--- src/rtl/iz_param_sender.sv ---
// Serial framer for Izhikevich a/b/c/d codes: SYNC, 32 MSB-first bits, then a GAP; frame period 34+GAP cycles.
// No backpressure: start is only taken in IDLE, and enable=0 freezes every register, including the outputs.
module iz_param_sender #(
   parameter int GAP_CYCLES = 2
) (
   input  logic       clk,
   input  logic       reset_n,
   input  logic       enable,
   input  logic       start,
   input  logic [7:0] code_a,
   input  logic [7:0] code_b,
   input  logic [7:0] code_c,
   input  logic [7:0] code_d,
   output logic       serial_data_out,
   output logic       load_enable_out,
   output logic       busy,
   output logic       done,
   output logic [7:0] frames_sent,
   output logic [1:0] send_state
);

   typedef enum logic [1:0] {
      IDLE  = 2'd0,
      SYNC  = 2'd1,
      SHIFT = 2'd2,
      GAP   = 2'd3
   } state_t;

   // A zero gap would never release the loader, so it is promoted to one cycle.
   localparam int         GAP_INT = (GAP_CYCLES < 1) ? 1 : ((GAP_CYCLES > 15) ? 15 : GAP_CYCLES);
   localparam logic [3:0] GAP_LD  = GAP_INT[3:0];

   state_t      state, state_nxt;
   logic [31:0] frame_reg, frame_nxt;
   logic [4:0]  bit_cnt, bit_nxt;
   logic [3:0]  gap_cnt, gap_nxt;
   logic        sdo_nxt, le_nxt, busy_nxt, done_nxt;
   logic [7:0]  frames_nxt;

   // Outputs are registered, so each branch computes what the link shows in the next cycle.
   // The first data bit is therefore emitted on the SYNC->SHIFT edge.
   always_comb begin
      state_nxt  = state;
      frame_nxt  = frame_reg;
      bit_nxt    = bit_cnt;
      gap_nxt    = gap_cnt;
      sdo_nxt    = 1'b0;
      le_nxt     = 1'b0;
      busy_nxt   = 1'b0;
      done_nxt   = 1'b0;
      frames_nxt = frames_sent;
      case (state)
         IDLE: begin
            if (start) begin
               state_nxt = SYNC;
               frame_nxt = {code_a, code_b, code_c, code_d};
               bit_nxt   = 5'd0;
               le_nxt    = 1'b1;
               busy_nxt  = 1'b1;
            end
         end
         SYNC: begin
            state_nxt = SHIFT;
            le_nxt    = 1'b1;
            busy_nxt  = 1'b1;
            sdo_nxt   = frame_reg[31];
            frame_nxt = {frame_reg[30:0], 1'b0};
         end
         SHIFT: begin
            busy_nxt = 1'b1;
            if (bit_cnt == 5'd31) begin
               state_nxt = GAP;
               gap_nxt   = GAP_LD;
            end else begin
               le_nxt    = 1'b1;
               sdo_nxt   = frame_reg[31];
               frame_nxt = {frame_reg[30:0], 1'b0};
               bit_nxt   = bit_cnt + 5'd1;
            end
         end
         GAP: begin
            if (gap_cnt <= 4'd1) begin
               state_nxt  = IDLE;
               gap_nxt    = 4'd0;
               done_nxt   = 1'b1;
               frames_nxt = frames_sent + 8'd1;
            end else begin
               busy_nxt = 1'b1;
               gap_nxt  = gap_cnt - 4'd1;
            end
         end
         default: state_nxt = IDLE;
      endcase
   end

   always_ff @(posedge clk or negedge reset_n) begin
      if (!reset_n) begin
         state           <= IDLE;
         frame_reg       <= 32'd0;
         bit_cnt         <= 5'd0;
         gap_cnt         <= 4'd0;
         serial_data_out <= 1'b0;
         load_enable_out <= 1'b0;
         busy            <= 1'b0;
         done            <= 1'b0;
         frames_sent     <= 8'd0;
      end else if (enable) begin
         state           <= state_nxt;
         frame_reg       <= frame_nxt;
         bit_cnt         <= bit_nxt;
         gap_cnt         <= gap_nxt;
         serial_data_out <= sdo_nxt;
         load_enable_out <= le_nxt;
         busy            <= busy_nxt;
         done            <= done_nxt;
         frames_sent     <= frames_nxt;
      end
   end

   assign send_state = state;

endmodule

--- config.mk ---
export PLATFORM = sky130hd
export DESIGN_NAME = iz_param_sender
export DESIGN_NICKNAME = d
export VERILOG_FILES = /design/src/rtl/iz_param_sender.sv
export SDC_FILE = /design/constraint.sdc
export NUM_CORES = 1
export LEC_CHECK = 0
export BUFFER_PORTS_ARGS = -buffer_cell sky130_fd_sc_hd__buf_2
export CORE_UTILIZATION = 47
export CTS_BUF_LIST = sky130_fd_sc_hd__clkbuf_8
export DETAILED_ROUTE_END_ITERATION = 12
export PLACE_DENSITY = 0.69
export SLEW_MARGIN = 20
export SYNTH_ARGS = -nofsm -noshare
export SYNTH_HDL_FRONTEND = slang
export SYNTH_SLANG_ARGS = --single-unit
--- constraint.sdc ---
create_clock -name clk -period 3.1 [get_ports clk]
set_input_delay 0.155 -clock clk [delete_from_list [all_inputs] [get_ports clk]]
set_output_delay 0.155 -clock clk [all_outputs]
set_load 0.005 [all_outputs]
==> results by group, run 1 <==
Power
  • Reported net switching power: 0.00143 W
  • Power per cell area: approximately 1000 nW/um2
  • Gate power share: 0.517
  • Leakage power of the design: 1.53 nW
  • Peak supply drop: approximately 0.6 mV
  • Final Total Pwr: between 0.003 and 0.004 W
  • Portion of total power attributed to the clock network: 0.112
  • Sequential fraction of design power: 0.371
  • Switching power as a share of total power: 0.418
  • Total internal power: 0.00199 W

Placed design
  • # placed instances: 380
  • Post-detailed-placement half-perimeter wirelength: 3570 um
  • Buffers added on ports: 49
  • Routability Congestion: between 0.7 and 0.8

Cells and area
  • Share of final-layout standard cells stronger than drive strength 1: 0.317
  • Number of antenna cells inserted: 0
  • Nets: 360
  • Post-route insts no fill: a little under 400
  • Most frequent cells in the layout: 55 x dfrtp_1, 49 x buf_2, 34 x nor2_1
  • Max reg flops: 32
  • Most common cell after layout, fill and taps aside: dfrtp_1
  • Core Util, Final: 0.549
  • Area grow syn2layout: 11.9%

Routing
  • Vias per Instance: between 5 and 6
  • Drt drc: 0
  • Number of nets with antenna violations after detailed routing: 0
  • Iteration-0 DRC Markers: 90
  • TritonRoute pass-1 iters: 4
  • Routed vias: approximately 2000
  • Mean routed wirelength per cell: 13.3 um
  • Total detailed-routing wirelength: a little over 5000 um

Timing
  • Setup skew after layout: ~0.0045 ns
  • Transition time of the tightest slew-check pin: roughly 1.0 ns
  • Maximum frequency from static timing analysis: approximately 470 MHz
  • Remaining max-slew budget at the tightest pin: 0.333
  • Final min period: about 2.1 ns
  • Number of endpoints with negative hold slack in the final report: 0
  • Total setup violations reported at the end of the flow: 0
  • Max-slew violation count: 0
  • Final worst path period share: 0.691
  • Unrepaired setup endpoints after global routing: false
  • Accumulated negative setup slack: 0 ns

Setup path
  • End of the worst register-to-register path: frame_reg[5]
  • Critical path required time: about 3.3 ns
  • Number of cell instances on the worst register-to-register path: 8
  • Crit Path Category: reg2reg
  • Reg2Reg Launch Point: bit_cnt[0]
  • Nature of the critical path startpoint: flip-flop
  • CP Capture Type: flip-flop
  • Flop2flop setup slack: between 0.9 and 1 ns
  • Arrival time of the worst setup path: ~2.4 ns
  • CP endpoint: frame_reg[5]
  • Critical-path maximum fanout: 64
  • First element of the critical path: bit_cnt[0]

Global route
  • Global-route track usage on met1: 0.217
  • Met2 Resource Use GR: 0.296
  • Most Used Layer, Global Route: met2
  • Global route overflow: 0
  • Largest net degree at the start of global routing: 65
  • Antenna violations before repair: 0
  • Gr usage total: 0.174
  • Global Route met3 Usage: 0.0494
  • First-pass GRT wire length: between 8000 and 9000 um
  • Number of global-route vias before repair: 1981

Synthesis
  • Number of enable flip-flop cells after synthesis: 0
  • Post-synth top flop: dfrtp_1
  • Synth warnings: 0
  • Synth Area in Simple Gates: 0.143
  • Mapped Avg Cell Area: 11.1 um2
  • Largest family of logic cells by synthesized area: compound AO/OA/AOI/OAI gates
  • Fraction of synthesized cell area in xor and xnor cells: 0.0208
  • Instance count of the mapped netlist: 266
  • Post-synthesis register bit count: between 50 and 60
  • Fraction of the yosys area taken by sequential cells: 0.468
  • Synth Area in Adders: 0.0468
  • Netlist area before placement: ~2900 um2
  • Distinct cell type count of the synthesized netlist: 45
  • Fraction of the mapped netlist area in compound gates: 0.147
  • Nets in the synthesized netlist: around 310
  • Async S/R FF share, synth: 1.00
  • Multiplexer share of the synthesized area: 0.120

Floorplanning
  • Area of the core: between 5000 and 6000 um2
  • Die extent in x: between 80 and 90 um
  • Number of top-level pins: 50
  • Die boundary height: 81.1 um
  • Starting density of the core: 0.491
  • Row count: 28
  • Die area: between 6000 and 7000 um2

Clock tree
  • Clock slew at reported path FFs: about 0.1 ns
  • Master cell of the clock root buffer: clkbuf_8
  • TritonCTS clock tree: done
  • Maximum clock path buffer count: 2
  • Inserted Clock Buffers: 5
  • Max H-tree Level: 2
  • Post_cts resized: 0
  • TritonCTS sink count: 55
  • Clock latency at the later pin of the worst-skew pair: between 0.3 and 0.4 ns

Job
  • Max Cap Violations: 0

Worst hold path
  • Type of the worst min-delay path: in2reg

Run status
  • Result of the run: finished, final reports clean
kinds of logic after synthesis:
logic type,count (synthesis)
AOI/OAI and AO/OA,56
xor gates and xnor gates,7
adders and majority gates,11
DFF,55
buffers and inverters,22
and+or+nand+nor,80
muxes,35
cells in the mapped netlist (all sizes together), types with 3 or more instances:
cell   instances  area (um2)
a21oi         36         285
nand2         12        45.0
buf           10        91.3
mux2i         32         320
nor4           3        48.8
nand4          5        31.3
o21ai          6        30.0
xnor2          6        52.6
nor2          35         134
and3           3        18.8
nand3          5        25.0
mux2           3        33.8
ha            11         138
nor3           5        25.0
inv            9        46.3
dfrtp         55        1380
worst max-delay path, stage by stage, from the launching register on:
cell and delay [ns]:
dfrtp_1 0.43, ha_1 0.22, and3_1 0.20, ha_1 0.19
and2_2 0.20, nor4_4 0.27, buf_12 0.33, nor2_1 0.09
a21oi_2 0.11
metal layers:
layer | vias up | wire, um
met5 | - | 0
met2 | 38 | 2450
met1 | 962 | 2440
met4 | 0 | 47
met3 | 5 | 206
li1 | 1024 | -
power groups by stage:
stage	combinational (W)	sequential (W)	clock [W]
finish	0.00177	0.00127	0.000382
global route	0.00197	0.00132	0.000423
CTS	0.00180	0.00127	0.000398
detailed placement	0.00179	0.00129	0
global placement	0.00174	0.00128	0
floorplan	0.00153	0.00123	0
worst min path at each step:
stage                         start            to  slack (ns)  depth (start not counted)
after floorplan             reset_n    bit_cnt[0]       -0.14                          0
after global placement      reset_n    bit_cnt[0]        0.21                          1
after detailed placement    reset_n    bit_cnt[0]        0.22                          1
after CTS                 code_d[0]  frame_reg[0]        0.08                          3
after global routing      code_d[0]  frame_reg[0]        0.12                          3
final                     code_d[0]  frame_reg[0]        0.08                          3
stage by stage:
step / cell area [um2] / hold slack [ns] / setup WS [ns]
after global routing: 3290 / 0.116 / 0.815
after CTS: 3290 / 0.0799 / 0.960
final: 3290 / 0.0836 / 0.957
after detailed placement: 3210 / 0.218 / 0.998
after floorplan: 2940 / -0.141 / 1.01
after global placement: 3210 / 0.212 / 1.03
final cells by class:
type | count | area [um2]
Multi-Input combinational cell | 189 | 1410
Timing Repair Buffer | 53 | 290
Sequential cell | 55 | 1380
Clock buffer | 5 | 68.8
Tap cell | 75 | 93.8
Fill cell | 526 | 2700
Clock inverter | 1 | 7.51
Inverter | 9 | 46.3
what timing repair did:
item	CTS	global route
buffers inserted	0	0
endpoints found under the setup margin	0	0
hold buffers	1	0
hold endpoints to repair	26	0
Power figures use the tool's default switching activity.
==> run 2, diff against run 1 <==
==> constraint.sdc (replaced) <==
create_clock -name clk -period 2.2 [get_ports clk]
set_input_delay 0.11 -clock clk [delete_from_list [all_inputs] [get_ports clk]]
set_output_delay 0.11 -clock clk [all_outputs]
set_load 0.005 [all_outputs]
==> run 2 against run 1 <==
Clock skew is 0.0032 ns higher; worst setup slack worse by 0.92 ns; via count is 5.3% higher; critical path depth is 1 higher; first-iteration DRC count is 50% higher; cell count is 3.1% higher; clock-buffer cell count stayed put; sequential share of layout area is 2.0 points lower; highest routed layer unchanged.
==> results by group, run 2 (synthesized netlist as in run 1, its figures left out) <==
Timing
  • Final worst path period share: 0.985 (+0.294)
  • Max-slew violation count: 0 (unchanged)
  • Remaining max-slew budget at the tightest pin: 0.563 (+0.229)
  • Number of endpoints with negative hold slack in the final report: 0 (unchanged)
  • Maximum frequency from static timing analysis: 462 MHz (-1.1%)
  • Setup skew after layout: 0.00772 ns (+0.00321 ns)
  • Smallest setup slack after layout: 0.0333 ns (-0.924 ns)
  • Transition time of the tightest slew-check pin: 0.656 ns (-0.344 ns)
  • Total setup violations reported at the end of the flow: 0 (unchanged)
  • Final min period: 2.17 ns (+0.0237 ns)

Job
  • Max Cap Violations: 0 (unchanged)

Setup path
  • Nature of the critical path startpoint: flip-flop
  • Crit Path Category: reg2reg
  • Critical-path maximum fanout: 16 (-75%)
  • End of the worst register-to-register path: frame_reg[20]
  • Critical path cell sequence: ha_1 -> and3_1 -> ha_1 -> and2_2 -> nor4_4 -> buf_4 -> buf_6 -> nor2_1 -> a21oi_2
  • Critical path required time: 2.44 ns (-0.90 ns)
  • Largest delay contributor family on the critical path: simple AND/OR/NAND/NOR gates
  • Crit-path slowest cell: dfrtp_1
  • Crit path buf inv count: 2 (+1)
  • Reg2Reg Launch Point: bit_cnt[0]
  • Most common cell on crit path: ha_1
  • Flop2flop setup slack: 0.03 ns (-0.92 ns)
  • Number of cell instances on the worst register-to-register path: 9 (+1)
  • Maximum cell stage delay along the critical path: 0.43 ns (about the same)
  • Arrival time of the worst setup path: 2.41 ns (+0.03 ns)
  • CP Capture Type: flip-flop

Floorplanning
  • Die boundary height: 81.1 um (unchanged)
  • Die area: 6580 um2 (unchanged)
  • Number of top-level pins: 50 (unchanged)
  • Starting density of the core: 0.491 (unchanged)
  • Die extent in x: 81.1 um (unchanged)
  • Row count: 28 (unchanged)
  • Area of the core: 5990 um2 (unchanged)

Cells and area
  • Combined area of the multi-input logic cells: 1410 um2 (unchanged)
  • Most common cell after layout, fill and taps aside: dfrtp_1
  • Sequential Area: 1380 um2 (unchanged)
  • Area grow syn2layout: 17.6%
  • Nets: 371 (+3.1%)
  • Count of fill cells added during filler insertion: 533 (+1.3%)
  • Most frequent cells in the layout: 55 x dfrtp_1, 49 x buf_2, 34 x nor2_1
  • Core Util, Final: 0.577 (+0.0280)
  • Finished Cell Area: 3460 um2 (+5.1%)
  • Share of final-layout standard cells stronger than drive strength 1: 0.340 (+0.0222)
  • Max reg flops: 32 (unchanged)
  • Number of antenna cells inserted: 0 (unchanged)

Placed design
  • Placed cell area: 3250 um2 (+1.3%)
  • Buffers added on ports: 49 (unchanged)
  • Worst slack at placement: 0.0877 ns (-0.911 ns)
  • Post-detailed-placement half-perimeter wirelength: 3680 um (+3.0%)
  • Routability Congestion: 0.768 (+1.2%)

Power
  • Leakage power of the design: 1.63 nW (+6.3%)
  • Peak supply drop: 0.882 mV (+47%)
  • Power per cell area: 1510 nW/um2 (+45%)

Worst hold path
  • Type of the worst min-delay path: in2reg
  • Count of cells along the worst hold path: 3 (unchanged)
  • Hold-critical path endpoint: frame_reg[0]
  • Hold Path Origin: code_d[0]

Global route
  • Gr usage total: 0.182 (+0.00785)
  • First-pass GRT wire length: 9200 um (+3.9%)
  • Largest net degree at the start of global routing: 65 (unchanged)
  • Number of global-route vias before repair: 2018 (+1.9%)
  • Global route overflow: 0 (unchanged)
  • Antenna violations before repair: 0 (unchanged)

Clock tree
  • TritonCTS sink count: 55 (unchanged)
  • Master cell of the clock root buffer: clkbuf_8
  • Clock slew at reported path FFs: 0.09 ns (about the same)
  • Maximum clock path buffer count: 2 (unchanged)
  • Inserted Clock Buffers: 5 (unchanged)
  • Clock latency at the later pin of the worst-skew pair: 0.31 ns (about the same)
  • Max H-tree Level: 2 (unchanged)
  • TritonCTS clock tree: done

Routing
  • Routed vias: 2137 (+5.3%)
  • Iteration-0 DRC Markers: 135 (+50%)
  • TritonRoute pass-1 iters: 4 (unchanged)
  • Drt drc: 0 (unchanged)
  • Number of nets with antenna violations after detailed routing: 0 (unchanged)
  • Mean routed wirelength per cell: 14.6 um (+9.7%)
  • Total detailed-routing wirelength: 5820 um (+13%)
  • Vias per Instance: 5.36 (+2.2%)

Run status
  • Result of the run: finished, final reports clean
## run 2: cell types whose count changed in the layout (fill, tap and decap cells not counted)
| cell | before | now |
|---|---|---|
| buf_4 | 2 | 9 |
| clkbuf_16 | 0 | 2 |
| buf_16 | 0 | 1 |
| buf_6 | 0 | 1 |
| bufinv_16 | 0 | 1 |
| clkinvlp_4 | 1 | 0 |
| inv_1 | 8 | 9 |
## run 2: how the worst max path moves through the flow
stage               start       endpoint  slack, ns  cells after the start
2_1_floorplan  bit_cnt[0]  frame_reg[22]       0.11                      7
3_3_place_gp   bit_cnt[0]   frame_reg[1]       0.14                      8
3_5_place_dp   bit_cnt[0]   frame_reg[9]       0.09                      8
4_1_cts        bit_cnt[0]   frame_reg[9]       0.06                      8
5_1_grt        bit_cnt[0]  frame_reg[17]      -0.03                      9
6_report       bit_cnt[0]  frame_reg[20]       0.03                      9
## run 2: tightest hold or removal path, delay by kind of cell
family | cells | cell delay, ns
buf+inv | 1 | 0.08
simple gates | 1 | 0.06
compound gates | 1 | 0.06
## run 2: where the power goes
group / internal [W] / switching (W)
Sequential: 0.00146 / 0.000335
Combinational: 0.00131 / 0.00148
Clock: 0.000330 / 0.000320
Total: 0.00310 / 0.00213
## run 2: timing repair
action | in CTS | in global routing
endpoints found under the hold margin | 26 | 0
setup endpoints to repair | 0 | 32
hold buffers | 1 | 0
buffers inserted | 0 | 4
resized for setup | 0 | 5
## run 2: final cells by class
class                   count  share of cell area
multi-input cells         189               0.407
flip-flops and latches     55               0.398
repair buffers             64               0.125
well taps                  75              0.0271
clock buffers               5              0.0199
inverters                   9              0.0134
clock inverters             2             0.00976
## run 2: through the flow
| step | total power (W) | setup TNS, ns | instances | hold slack [ns] |
|---|---|---|---|---|
| final | 0.00523 | 0 | 399 | 0.0434 |
| after global routing | 0.00566 | -0.368 | 399 | 0.0642 |
| after floorplan | 0.00389 | 0 | 266 | -0.186 |
| after CTS | 0.00504 | 0 | 392 | 0.0290 |
| after global placement | 0.00430 | 0 | 384 | 0.172 |
| after detailed placement | 0.00437 | 0 | 384 | 0.178 |
## run 2: per-layer routing
metal | GRT usage | wire length, um | vias up
met3 | 0.0416 | 227 | 6
met5 | 0 | 0 | -
met2 | 0.309 | 2780 | 41
met1 | 0.229 | 2750 | 1039
li1 | - | - | 1051
met4 | 0.0571 | 63 | 0
==> run 3, diff against run 2 <==
--- a/config.mk
+++ b/config.mk
@@ -10,6 +10,7 @@
 export CTS_BUF_LIST = sky130_fd_sc_hd__clkbuf_8
 export DETAILED_ROUTE_END_ITERATION = 12
 export PLACE_DENSITY = 0.69
+export SETUP_SLACK_MARGIN = 0.3
 export SLEW_MARGIN = 20
 export SYNTH_ARGS = -nofsm -noshare
 export SYNTH_HDL_FRONTEND = slang
==> run 3 against run 2 <==
Design area increased by 8.6%; total power increased by 13%; fmax increased by 9.5%; sequential share of layout area decreased by 3.1 points; worst setup slack improved by 0.19 ns.
==> results by group, run 3 (synthesized netlist as in run 1, its figures left out) <==
Setup path
  • Nature of the critical path startpoint: flip-flop
  • Critical-path maximum fanout: 8 (-8)
  • Reg2Reg Launch Point: bit_cnt[0]
  • CP Capture Type: flip-flop
  • Critical path required time: 2.40 ns (-0.04 ns)
  • Number of cell instances on the worst register-to-register path: 10 (+1)
  • Arrival time of the worst setup path: 2.18 ns (-0.23 ns)
  • Flop2flop setup slack: 0.22 ns (+0.19 ns)
  • End of the worst register-to-register path: frame_reg[7]
  • Crit Path Category: reg2reg

Cells and area
  • Nets: 382 (+3.0%)
  • Area grow syn2layout: 27.7%
  • Most common cell after layout, fill and taps aside: dfrtp_1
  • Number of antenna cells inserted: 0 (unchanged)
  • Core Util, Final: 0.627 (+0.0497)
  • Most frequent cells in the layout: 52 x dfrtp_1, 49 x buf_2, 32 x mux2i_1
  • Share of final-layout standard cells stronger than drive strength 1: 0.449 (+0.110)
  • Max reg flops: 32 (unchanged)

Floorplanning
  • Die boundary height: 81.1 um (unchanged)
  • Starting density of the core: 0.491 (unchanged)
  • Area of the core: 5990 um2 (unchanged)
  • Number of top-level pins: 50 (unchanged)
  • Die extent in x: 81.1 um (unchanged)
  • Die area: 6580 um2 (unchanged)
  • Row count: 28 (unchanged)

Global route
  • First-pass GRT wire length: 10500 um (+14%)
  • Global route overflow: 0 (unchanged)
  • Antenna violations before repair: 0 (unchanged)
  • Gr usage total: 0.214 (+0.0321)
  • Number of global-route vias before repair: 2174 (+7.7%)
  • Largest net degree at the start of global routing: 30 (-54%)

Timing
  • Unrepaired setup endpoints after global routing: true
  • Final min period: 1.98 ns (-0.188 ns)
  • Remaining max-slew budget at the tightest pin: 0.655 (+0.0921)
  • Setup skew after layout: 0.0130 ns (+0.00530 ns)
  • Total setup violations reported at the end of the flow: 0 (unchanged)
  • Final worst path period share: 0.899 (-0.0854)
  • Number of endpoints with negative hold slack in the final report: 0 (unchanged)
  • Transition time of the tightest slew-check pin: 0.514 ns (-0.142 ns)
  • Accumulated negative setup slack: 0 ns (unchanged)
  • Max-slew violation count: 0 (unchanged)
  • Maximum frequency from static timing analysis: 505 MHz (+9.5%)

Clock tree
  • TritonCTS sink count: 55 (unchanged)
  • Inserted Clock Buffers: 5 (unchanged)
  • Clock latency at the later pin of the worst-skew pair: 0.32 ns (about the same)
  • Clock slew at reported path FFs: 0.10 ns (about the same)
  • TritonCTS clock tree: done
  • Max H-tree Level: 2 (unchanged)
  • Master cell of the clock root buffer: clkbuf_8
  • Maximum clock path buffer count: 2 (unchanged)

Routing
  • TritonRoute pass-1 iters: 4 (unchanged)
  • Routed vias: 2211 (+3.5%)
  • Mean routed wirelength per cell: 15.5 um (+6.5%)
  • Vias per Instance: 5.38 (+0.44%)
  • Drt drc: 0 (unchanged)
  • Total detailed-routing wirelength: 6380 um (+9.7%)
  • Number of nets with antenna violations after detailed routing: 0 (unchanged)
  • Iteration-0 DRC Markers: 77 (-43%)

Placed design
  • Buffers added on ports: 49 (unchanged)
  • Post-detailed-placement half-perimeter wirelength: 3770 um (+2.7%)
  • Routability Congestion: 0.797 (+3.8%)

Run status
  • Result of the run: finished, final reports clean

Power
  • Power per cell area: 1570 nW/um2 (+4.1%)
  • Leakage power of the design: 1.71 nW (+4.9%)
  • Peak supply drop: 0.882 mV (about the same)

Worst hold path
  • Count of cells along the worst hold path: 3 (unchanged)
  • Hold-critical path endpoint: frame_reg[0]
  • Hold Path Origin: code_d[0]
  • Type of the worst min-delay path: in2reg

Job
  • Max Cap Violations: 0 (unchanged)
[run 3: cell count changes in the layout (fill, tap and decap cells not counted), moves of 3 or more]
cell     previous run  this run
nor2_4              0         5
a21oi_2            28        31
buf_12              1         4
a21oi_1             8         5
dfrtp_1            55        52
nor2_2              1        10
nor2_1             34        20
ha_1               10         6
ha_2                1         4
dfrtp_2             0         3
buf_16              1         4
buf_4               9        13
[run 3: worst max-delay path by stage]
stage,from,end,slack (ns)
2_1_floorplan,bit_cnt[1],frame_reg[10],0.17
3_3_place_gp,bit_cnt[1],frame_reg[0],0.21
3_5_place_dp,bit_cnt[1],frame_reg[1],0.15
4_1_cts,bit_cnt[0],frame_reg[13],0.26
5_1_grt,bit_cnt[0],frame_reg[12],0.17
6_report,bit_cnt[0],frame_reg[7],0.22
[run 3: per-stage QoR]
stage	hold slack, ns	cell area (um2)	cells	setup slack, ns	power, W
2_1_floorplan	-0.186	2970	266	0.173	0.00393
3_3_place_gp	0.0895	3270	383	0.208	0.00438
3_5_place_dp	0.0926	3270	383	0.151	0.00445
4_1_cts	0.0407	3610	403	0.263	0.00563
5_1_grt	0.0440	3760	411	0.173	0.00636
6_report	0.0464	3760	411	0.221	0.00591
[run 3: per-layer routing]
layer	global-route usage	wire length (um)
met1	0.272	2950
met2	0.355	3120
met3	0.0506	239
met4	0.0750	71
met5	0	0
[run 3: layout make-up]
type	count	area, um2
fill	502	2230
timing repair buffer	75	602
clock inverter	3	46.3
tap	75	93.8
inverter	9	46.3
sequential	55	1380
clock buffer	5	68.8
multi-input combinational	189	1520
[run 3: repair_timing]
action / 4_1_cts / 5_1_grt
setup buffers: 6 / 7
hold buffers: 1 / 0
pin swaps: 2 / 3
gates resized for setup: 11 / 26
gates cloned: 5 / 1
endpoints found under the setup margin: 32 / 43
hold endpoints to repair: 18 / 0
[run 3: where the power goes]
group,leakage [nW],switching [W],total [W],internal (W)
combinational,1.02,0.00168,0.00338,0.00170
sequential,0.642,0.000369,0.00183,0.00146
clock,0.0548,0.000356,0.000699,0.000344
[run 3: critical path, cell delays in order (launching register included)]
cell and delay (ns):
dfrtp_1 0.41, ha_2 0.19, and3_4 0.19, ha_4 0.15
and2_4 0.15, nor4_4 0.22, buf_6 0.15, buf_6 0.10
buf_6 0.12, buf_16 0.14, a21oi_2 0.06
